<file path="src/rtl/output_packer.sv">
`timescale 1ns/1ps
// output_packer
// Packs the 8-bit result stream into 32-bit words and drives the write
// port of write_memory at consecutive word addresses. Raises done (level)
// once TOTAL_BYTES bytes have been written; a partial last word is
// zero-padded.
//
// Ports:
//   clk, rst        clock (rising edge), async active-low reset
//   start           pulse; begins a run from IDLE or DONE
//   in_valid/in_data/in_ready  byte input handshake
//   write_en        one-cycle write strobe
//   addr            byte address of the word being written (mod 2^AW)
//   inp[0:3]        packed word, inp[0] = first byte received (bits 31:24)
//   busy            high in COLLECT or WRITE
//   done            high in DONE until the next start
module output_packer #(
  parameter  int WIDTH       = 64,
  parameter  int TOTAL_BYTES = 172,
  parameter  int BASE_ADDR   = 0,
  localparam int AW          = $clog2(WIDTH),
  localparam int CW          = $clog2(TOTAL_BYTES + 1)
) (
  input  logic                clk,
  input  logic                rst,
  input  logic                start,
  input  logic                in_valid,
  input  logic [7:0]          in_data,
  output logic                in_ready,
  output logic                write_en,
  output logic [AW-1:0]       addr,
  output logic [0:3][7:0]     inp,
  output logic                busy,
  output logic                done
);

  typedef enum logic [1:0] {IDLE, COLLECT, WRITE, DONE} state_e;

  state_e        state, state_nxt;
  logic [1:0]    slot;
  logic [CW-1:0] byte_cnt;
  logic          accept;
  logic          last_byte;
  logic          run_end;

  // All outputs decode from registered state only; in_valid never reaches
  // an output combinationally.
  assign in_ready = (state == COLLECT);
  assign write_en = (state == WRITE);
  assign busy     = (state == COLLECT) || (state == WRITE);
  assign done     = (state == DONE);

  assign accept    = (state == COLLECT) && in_valid;
  // byte_cnt is the count before the byte being accepted this cycle
  assign last_byte = (byte_cnt == CW'(TOTAL_BYTES - 1));
  assign run_end   = (byte_cnt == CW'(TOTAL_BYTES));

  always_ff @(posedge clk or negedge rst) begin
    if (!rst) state <= IDLE;
    else      state <= state_nxt;
  end

  always_comb begin
    state_nxt = state;
    case (state)
      IDLE, DONE: if (start) state_nxt = COLLECT;
      COLLECT:    if (accept && (slot == 2'd3 || last_byte)) state_nxt = WRITE;
      WRITE:      state_nxt = run_end ? DONE : COLLECT;
      default:    state_nxt = IDLE;
    endcase
  end

  always_ff @(posedge clk or negedge rst) begin
    if (!rst) begin
      slot     <= '0;
      byte_cnt <= '0;
      addr     <= '0;
      inp      <= '0;
    end else begin
      case (state)
        IDLE, DONE: begin
          if (start) begin
            addr     <= AW'(BASE_ADDR);
            byte_cnt <= '0;
            slot     <= '0;
            inp      <= '0;
          end
        end
        COLLECT: begin
          if (in_valid) begin
            inp[slot] <= in_data;
            slot      <= slot + 2'd1;
            byte_cnt  <= byte_cnt + CW'(1);
          end
        end
        WRITE: begin
          // Clearing inp here is what zero-pads a partial final word.
          if (!run_end) begin
            addr <= addr + AW'(4);
            slot <= '0;
            inp  <= '0;
          end
        end
        default: ;
      endcase
    end
  end

endmodule

</file>
<file path="config.mk">
export PLATFORM = sky130hd
export DESIGN_NAME = output_packer
export DESIGN_NICKNAME = d
export VERILOG_FILES = /design/src/rtl/output_packer.sv
export SDC_FILE = /design/constraint.sdc
export NUM_CORES = 1
export LEC_CHECK = 0
export CORE_MARGIN = 1.5
export CORE_UTILIZATION = 51
export CTS_BUF_LIST = sky130_fd_sc_hd__clkbuf_4
export CTS_CLUSTER_DIAMETER = 50
export DETAILED_ROUTE_END_ITERATION = 8
export PLACE_DENSITY = 0.83
export SETUP_SLACK_MARGIN = 0.2
export SYNTH_ARGS = -nofsm -noshare
export SYNTH_HDL_FRONTEND = slang
export SYNTH_SLANG_ARGS = --single-unit
</file>
<file path="constraint.sdc">
create_clock -name clk -period 2.2 [get_ports clk]
set_input_delay 0.55 -clock clk [delete_from_list [all_inputs] [get_ports clk]]
set_output_delay 0.55 -clock clk [all_outputs]
set_load 0.005 [all_outputs]
</file>
# --- Word-level counts from Yosys, hierarchy flattened ---
# Cells that the tools add are included.
classes:
  n_lt_le_gt_ge: 2
  n_reduce_logical: 13
  eq_ne: 10
  n_addsub: 3
  mux: 21
  bitwise: 1
ops:
  columns: ["cell", "n"]
  rows:
  - ["$mux 32", 3]
  - ["$pmux 32 s3", 1]
  - ["$bwmux 32", 1]
  - ["$mux 8", 3]
  - ["$demux 8 s2", 1]
  - ["$eq 8x8->1 const B", 2]
  - ["$pmux 8 s2", 1]
  - ["$mux 2", 6]
  - ["$mux 6", 2]
  - ["$pmux 2 s3", 2]
  - ["$pmux 6 s2", 1]
  - ["$reduce_and 3->1", 3]
  - ["$add 8x1->8 const B", 1]
  - ["$add 6x3->6 const B", 1]
  - ["$eq 2x2->1 const B", 3]
  - ["$ne 2x2->1 const B", 3]
  - ["$reduce_bool 2->1", 2]
  - ["$ge 3x3->1 const B", 1]
  - ["$logic_and 1x1->1", 3]
  - ["$lt 3x1->1 const B", 1]
  - ["$not 2->3", 1]
  - ["$add 2x1->2 const B", 1]
  - ["$eq 2x1->1 const B", 1]
  - ["$logic_not 2->1", 1]
  - ["other kinds (4)", 5]
totals:
  regBits: 50
  input_bits: 12

# --- Longest topological paths before layout ---
# Gate-level depths: netlist of run 1.
logic_depth:
  word_depth: 8
  ltp_mapped: 9
  mapped_depth_nobuf: 6

# --- Worst setup path before layout of run 1 ---
# No wires, ideal clock.
synth_timing:
  kind: "reg-to-reg"
  start: "register state[0]"
  end: "register inp[0] (netlist bit)"
  path_slack_ns: 0.309
  path_stages_with_launch: 10
  synth_period_minus_slack_ns: 1.891
  setup_ns: 0.121
  t_arrival_ns: 1.770
  t_required_ns: 2.079
  path_cell_list: "dfrtp_1 > inv_1 > ha_1 > buf_4 > nand4_1 > o211a_1 > buf_6 > and3_4 > buf_6 > a22o_1"
synth_rtl:
  columns: ["element", "line_no", "rtl"]
  rows:
  - ["start: declaration", "39", "state_e state, state_nxt;"]
  - ["start signal: assignment", "60", "else state <= state_nxt;"]
  - ["$eq 2x2->1 (*)", null, null]
  - ["via write_en", "30", "output logic write_en,"]
  - ["$ne 2x2->1 (no source line)", null, null]
  - ["$reduce_and 3->1 (no source line)", null, null]
  - ["end signal: indexed assignment", "91", "inp[slot] <= in_data;"]
  - ["end: declaration", "32", "output logic [0:3][7:0] inp,"]
# Mark *: on every way through the listed nets, which the timed path passes. The rest lies on a longest branch.
# A chain may end at the register's enable or synchronous reset.

# --- Worst setup path in the final report of run 1 ---
layout_timing:
  start: "register state[0]"
  end: "output done"
layout_between:
  elab_chain_cells: 1
layout_lines:
  columns: ["element", "line_no", "rtl"]
  rows:
  - ["$eq 2x2->1", "51", "assign done = (state == DONE);"]
  - ["end: declaration", "34", "output logic done"]
# Every way passes these cells.

==> metrics, run 1 <==
CTS tree=done; filler instances=329; num ports=54; largest net degree at the start of global routing=25; period utilization=90.5%; drt pass-1 iters=4; total power=0.00399 W; Worst EP required=1.65 ns; clk_skew=0.00663 ns; Remaining DRCs=0; Core Area=4350 um^2; Final Hold Viols=0; via count=1865; Max Buffers Root-to-Sink=2; RSZ-0062 raised after global routing=yes; max incr delay on CP=0.43 ns; Via-to-Cell Ratio=5.79; antenna violations before repair=0; TNS Setup=0 ns; # nets final=292; Clk pin slew, worst setup/hold paths=0.14 ns; Slew Limit Fails=0; die footprint=4950 um^2; critical path endpoint category=primary output; clock sinks=48; fin crit period=1.99 ns; synthesized flop and latch total=48; M3 GR Usage=5.05%; delay-heaviest family, CP=buffers and inverters; global routing's busiest layer=met2; Fmax=502 MHz; Synth Warn #=0; Slowest cell on crit path=dfrtp_1; Rel. slew slack=62.4%; Worst path depth=4; GRT met2 Usage=34.7%; max_cap viols=0; CP bufs+invs=3; Die X=70.4 um; Gate Count Post-Synth=202; Final Util=70.7%; mapped cell area=2310 um^2; starting density of the core=53.2%; Cell Rows=24; Yosys cell types=41; post-synthesis sequential area ratio=51.9%; drt initial violations=117; clock root cell=clkbuf_4; number of diodes=0; DR WL/cell=17.2 um; Startpoint Class=flop; routability cong.=0.792; non-filler cells, final=322; vias in the first global route=1768; placed insts=307; H-tree levels=2; Antenna Violating Nets Remaining=0; status=finished, final reports clean; CTS Buf Count=5; gr ovfl total=0; port bufs=51; Mean Syn Cell Area=11.5 um^2; Worst Tran Pin Value=0.564 ns; worst hold slack=0.146 ns; global-route wire length before repair=8870 um; Arrival @ worst endpoint=1.44 ns; die height=70.4 um; layout cell share with drive strength beyond 1=16.7%; met1 usage=32.8%; worst-path cell chain=buf_4 -> buf_6 -> ha_1 -> clkdlybuf4s15_1; PD cells=1300 nW/um^2; P&R area growth vs syn=33.0%; setup violators final=0; Total GRT Usage=23.0%; Routed WL=5530 um; critical path class=reg -> out; R2R cell count=7; hpwl dp=3920 um; Max VDD drop=0.495 mV; leakage power=1.42 nW; clk_lat worst skew=0.37 ns; Hold Path Class=in -> async; CP max FO=3
==> Yosys cell counts, drive strengths merged <==
cell type  count  share of area, %
a2111oi        1              0.38
a211o          1              0.38
a211oi         1              0.32
a21o           1              0.32
a21oi          2              0.43
a22o          35                13
and3           5               1.8
and4           1              0.38
and4bb         1              0.54
buf            8               2.9
clkbuf         3              0.49
conb           1              0.16
dfrtp         48                52
ha            11               5.9
inv            9               1.5
mux2i          3               1.3
nand2         14               2.3
nand2b         7               1.9
nand3          9               1.9
nand3b         1              0.32
nand4          5               1.4
nand4b         1              0.38
nand4bb        1               1.2
nor2           8               1.3
nor2b          1              0.27
nor3           1              0.22
nor3b          1              0.32
o2111ai        1              0.38
o211a          1              0.43
o211ai         4               1.5
o21ai         11               2.9
o31ai          1              0.32
or2            1              0.27
or3            2              0.54
or4            1              0.32
==> state kept, by name (all words and copies together) (netlist names) <==
name      flops
state         2
inp          32
slot          2
byte_cnt      8
addr          4
==> worst register-to-register path, stage by stage (launching register included) <==
cell and delay [ns]:
dfrtp_1 0.43, buf_6 0.13, inv_2 0.06, ha_4 0.14, nand4_1 0.16, o211a_2 0.36, and3_1 0.31, a22o_1 0.23
==> layer usage <==
layer / vias up / wire [um]
met1: 925 / 2570
met5: - / 0
met3: 10 / 231
li1: 880 / -
met2: 50 / 2660
met4: 0 / 74
==> power by group <==
part           leakage (nW)  switching [W]  internal (W)
clock network        0.0428       0.000291      0.000238
registers             0.648       0.000232       0.00117
logic                 0.730       0.000982       0.00108
==> placed cells by master, fill, tap and decap left out, drive strengths merged, types with 2 or more instances in the layout <==
master,Yosys,routed
nand2,14,14
inv,9,9
a22o,35,35
or3,2,2
clkinv,0,2
buf,8,20
nor2,8,8
nand3,9,9
nand2b,7,7
mux2i,3,3
ha,11,11
a21oi,2,2
conb,1,2
clkbuf,3,6
and3,5,5
o211ai,4,4
nand4,5,5
dfrtp,48,48
clkdlybuf4s15,0,2
o21ai,11,11
clkdlybuf4s50,0,46
==> area by class of cell <==
cell class	count	area (um^2)	share of cell area, %
clock buffers	5	37.5	1.22
inverters	9	33.8	1.10
multi-input cells	135	1030	33.5
well taps	52	65.1	2.11
flip-flops and latches	48	1200	39.0
repair buffers	70	666	21.6
clock inverters	3	42.5	1.38
==> worst paths after layout <==
kind,from,end,slack [ns]
worst max-delay path,state[0],done,0.21
worst min-delay path,rst,byte_cnt[7],0.15
min in group clk,inp[7],inp[7],0.52
max in group asynchronous,rst,addr[4],1.53
worst max register to register,state[0],inp[22],0.29
worst min register to register,inp[7],inp[7],0.52
==> per-stage QoR <==
stage / cell area (um^2) / worst slack (ns)
final: 3080 / 0.209
after global routing: 3080 / 0.141
after CTS: 3060 / 0.150
after detailed placement: 2910 / 0.00406
after global placement: 2910 / 0.0457
after floorplan: 2320 / 0.309
==> what timing repair did <==
item	CTS	global route
resized for setup	10	9
hold buffers	0	0
buffers inserted	6	1
setup endpoints to repair	4	26
pin swaps	0	1
==> cell families after synthesis <==
kind of cell | share of synthesized area (%)
AOI/OAI and AO/OA | 20.6
and+or+nand+nor | 15.3
buffers and inverters | 4.81
DFF | 51.9
other | 0.162
muxes | 1.30
adders and majority gates | 5.95
Power figures use the tool's default switching activity.
==> run 2: changes to the inputs <==
--- a/config.mk
+++ b/config.mk
@@ -5,13 +5,14 @@
 export SDC_FILE = /design/constraint.sdc
 export NUM_CORES = 1
 export LEC_CHECK = 0
+export CORE_ASPECT_RATIO = 1.1
 export CORE_MARGIN = 1.5
 export CORE_UTILIZATION = 51
 export CTS_BUF_LIST = sky130_fd_sc_hd__clkbuf_4
 export CTS_CLUSTER_DIAMETER = 50
 export DETAILED_ROUTE_END_ITERATION = 8
 export PLACE_DENSITY = 0.83
-export SETUP_SLACK_MARGIN = 0.2
+export SETUP_SLACK_MARGIN = 0.5
 export SYNTH_ARGS = -nofsm -noshare
 export SYNTH_HDL_FRONTEND = slang
 export SYNTH_SLANG_ARGS = --single-unit
==> run 2 against run 1 <==
Net effect: global-route usage increased by 4.7 points; routed wire length increased by 26%; clock power decreased by 21%; final cell count increased by 13%; first-iteration DRC count increased by 71%; maximum frequency increased by 2.5%.
==> metrics, run 2 (same netlist as run 1, synthesis figures left out) <==
Fmax=515 MHz (+2.5%); Max VDD drop=0.826 mV (+67%); DR WL/cell=19.2 um (+12%); clk_skew=0.00916 ns (+0.00252 ns); global-route wire length before repair=9990 um (+13%); most frequent cells in the layout=dfrtp_1 (46), buf_4 (44), dlygate4sd2_1 (36); commonest non-fill, non-tap cell in the layout=dfrtp_1; clk_lat worst skew=0.38 ns (about the same); clock root cell=clkbuf_4; launch instance of the worst register-to-register path=state[1]; max reg flops=32 (unchanged); Reg power frac=28.9% (-6.1 points); Cell Rows=25 (+4.2%); clock sinks=48 (unchanged); non-filler cells, final=363 (+13%); # nets final=331 (+13%); die footprint=4950 um^2 (about the same); routability cong.=0.800 (+1.0%); clock share of power=8.9% (-4.4 points); num ports=54 (unchanged); filler instances=263 (-20%); Slowest cell on crit path=dfrtp_2; CTS Buf Count=5 (unchanged); gr ovfl total=0 (unchanged); Arrival @ worst endpoint=2.24 ns (+0.80 ns); most flop-heavy register=inp; number of diodes=0 (unchanged); critical path endpoint category=flop; Antenna Violating Nets Remaining=0 (unchanged); Clk pin slew, worst setup/hold paths=0.14 ns (about the same); via count=2162 (+16%); drt pass-1 iters=4 (unchanged); CP bufs+invs=4 (+1); Pint=0.00281 W (+13%); Die X=67.2 um (-4.5%); most frequent CP cell=buf_8; Worst Tran Pin Value=0.734 ns (+0.169 ns); TNS Setup=0 ns (unchanged); H-tree levels=2 (unchanged); Net Sw Power=0.00191 W (+27%); max_cap viols=0 (unchanged); placed insts=305 (-0.65%); max incr delay on CP=0.47 ns (+0.04 ns); Worst EP required=2.49 ns (+0.84 ns); status=finished, final reports clean; antenna violations before repair=0 (unchanged); Via-to-Cell Ratio=5.96 (+2.8%); Max Buffers Root-to-Sink=2 (unchanged); die height=73.7 um (+4.7%); period utilization=88.3% (-2.2 points); critical path class=reg -> reg; Post-CTS Hold Fix Bufs=0 (unchanged); vias in the first global route=2048 (+16%); Hold Path Class=in -> async; leakage power=1.80 nW (+26%); P&R area growth vs syn=51.7%; Routed WL=6970 um (+26%); Startpoint Class=flop; layout cell share with drive strength beyond 1=33.7% (+17 points); Gate power share=62.2% (+10 points); drt initial violations=200 (+71%); switch share=40.6% (+2.8 points); CTS tree=done; setup violators final=0 (unchanged); worst-path cell chain=buf_6 -> inv_4 -> ha_4 -> buf_8 -> buf_8 -> nor2_4 -> and4bb_2 -> nand4_1 -> mux2i_1; delay-heaviest family, CP=simple AND/OR/NAND/NOR gates; Total GRT Usage=27.7% (+4.7 points); starting density of the core=53.6% (+0.46 points); largest net degree at the start of global routing=35 (+40%); Remaining DRCs=0 (unchanged); hpwl dp=3660 um (-6.5%); port bufs=51 (unchanged); worst hold slack=0.210 ns (+0.0640 ns); CP max FO=6 (+3); fin crit period=1.94 ns (-0.0491 ns); RSZ-0062 raised after global routing=yes; Core Area=4320 um^2 (-0.86%); Rel. slew slack=51.1% (-11 points); Slew Limit Fails=0 (unchanged); crit path from=state[1]; PD cells=1340 nW/um^2 (+3.7%); Final Hold Viols=0 (unchanged); largest registers=inp x32, byte_cnt x8, addr x4
-- run 2: layout make-up --
| cell class | instances | area [um^2] | area share, % |
|---|---|---|---|
| Multi-Input combinational cell | 136 | 1200 | 34.2 |
| Clock inverter | 3 | 18.8 | 0.535 |
| Inverter | 9 | 43.8 | 1.25 |
| Sequential cell | 48 | 1200 | 34.3 |
| Timing Repair Buffer | 108 | 937 | 26.7 |
| Clock buffer | 5 | 37.5 | 1.07 |
| Tap cell | 54 | 67.6 | 1.92 |
-- run 2: power by group through the flow --
stage	clock, W	combinational (W)	sequential (W)
finish	0.000418	0.00294	0.00136
global route	0.000453	0.00313	0.00140
CTS	0.000416	0.00254	0.00134
detailed placement	0	0.00189	0.00141
global placement	0	0.00184	0.00140
floorplan	0	0.00110	0.00139
-- run 2: stage by stage --
stage	worst slack [ns]	power, W	utilization [%]	area (um^2)
after detailed placement	-0.0226	0.00330	67.0	2890
final	0.258	0.00472	81.3	3510
after floorplan	0.312	0.00249	-	2370
after CTS	0.356	0.00430	78.3	3380
after global routing	0.195	0.00498	81.3	3510
after global placement	0.0334	0.00324	67.0	2890
-- run 2: worst reg2reg max path, cell delays in order (launching register included) --
cell and delay [ns]:
dfrtp_2 0.47, buf_6 0.13, inv_4 0.05, ha_4 0.14
buf_8 0.14, buf_8 0.15, nor2_4 0.04, and4bb_2 0.34
nand4_1 0.16, mux2i_1 0.24
-- run 2: timing repair --
action | in CTS | in global routing
cloned | 1 | 0
gates resized for setup | 91 | 25
setup endpoints to repair | 85 | 50
pin swaps | 13 | 13
buffers inserted | 45 | 4
-- run 2: metal layers --
layer	GRT usage, %	part of all wire (%)	vias up
met5	0	0	-
met4	10.9	2.7	0
met3	5.97	5.3	22
met2	49.4	52	106
met1	31.9	40	1074
li1	-	-	960
-- run 2: path summary, 6_finish.rpt --
kind	endpoint	slack, ns	depth (start not counted)
worst min-delay path	inp[19]	0.21	1
worst min register to register	inp[26]	0.52	1
max in group asynchronous	state[1]	1.36	2
worst max register to register	byte_cnt[7]	0.26	9
worst max-delay path	byte_cnt[7]	0.26	9
min in group clk	inp[26]	0.52	1
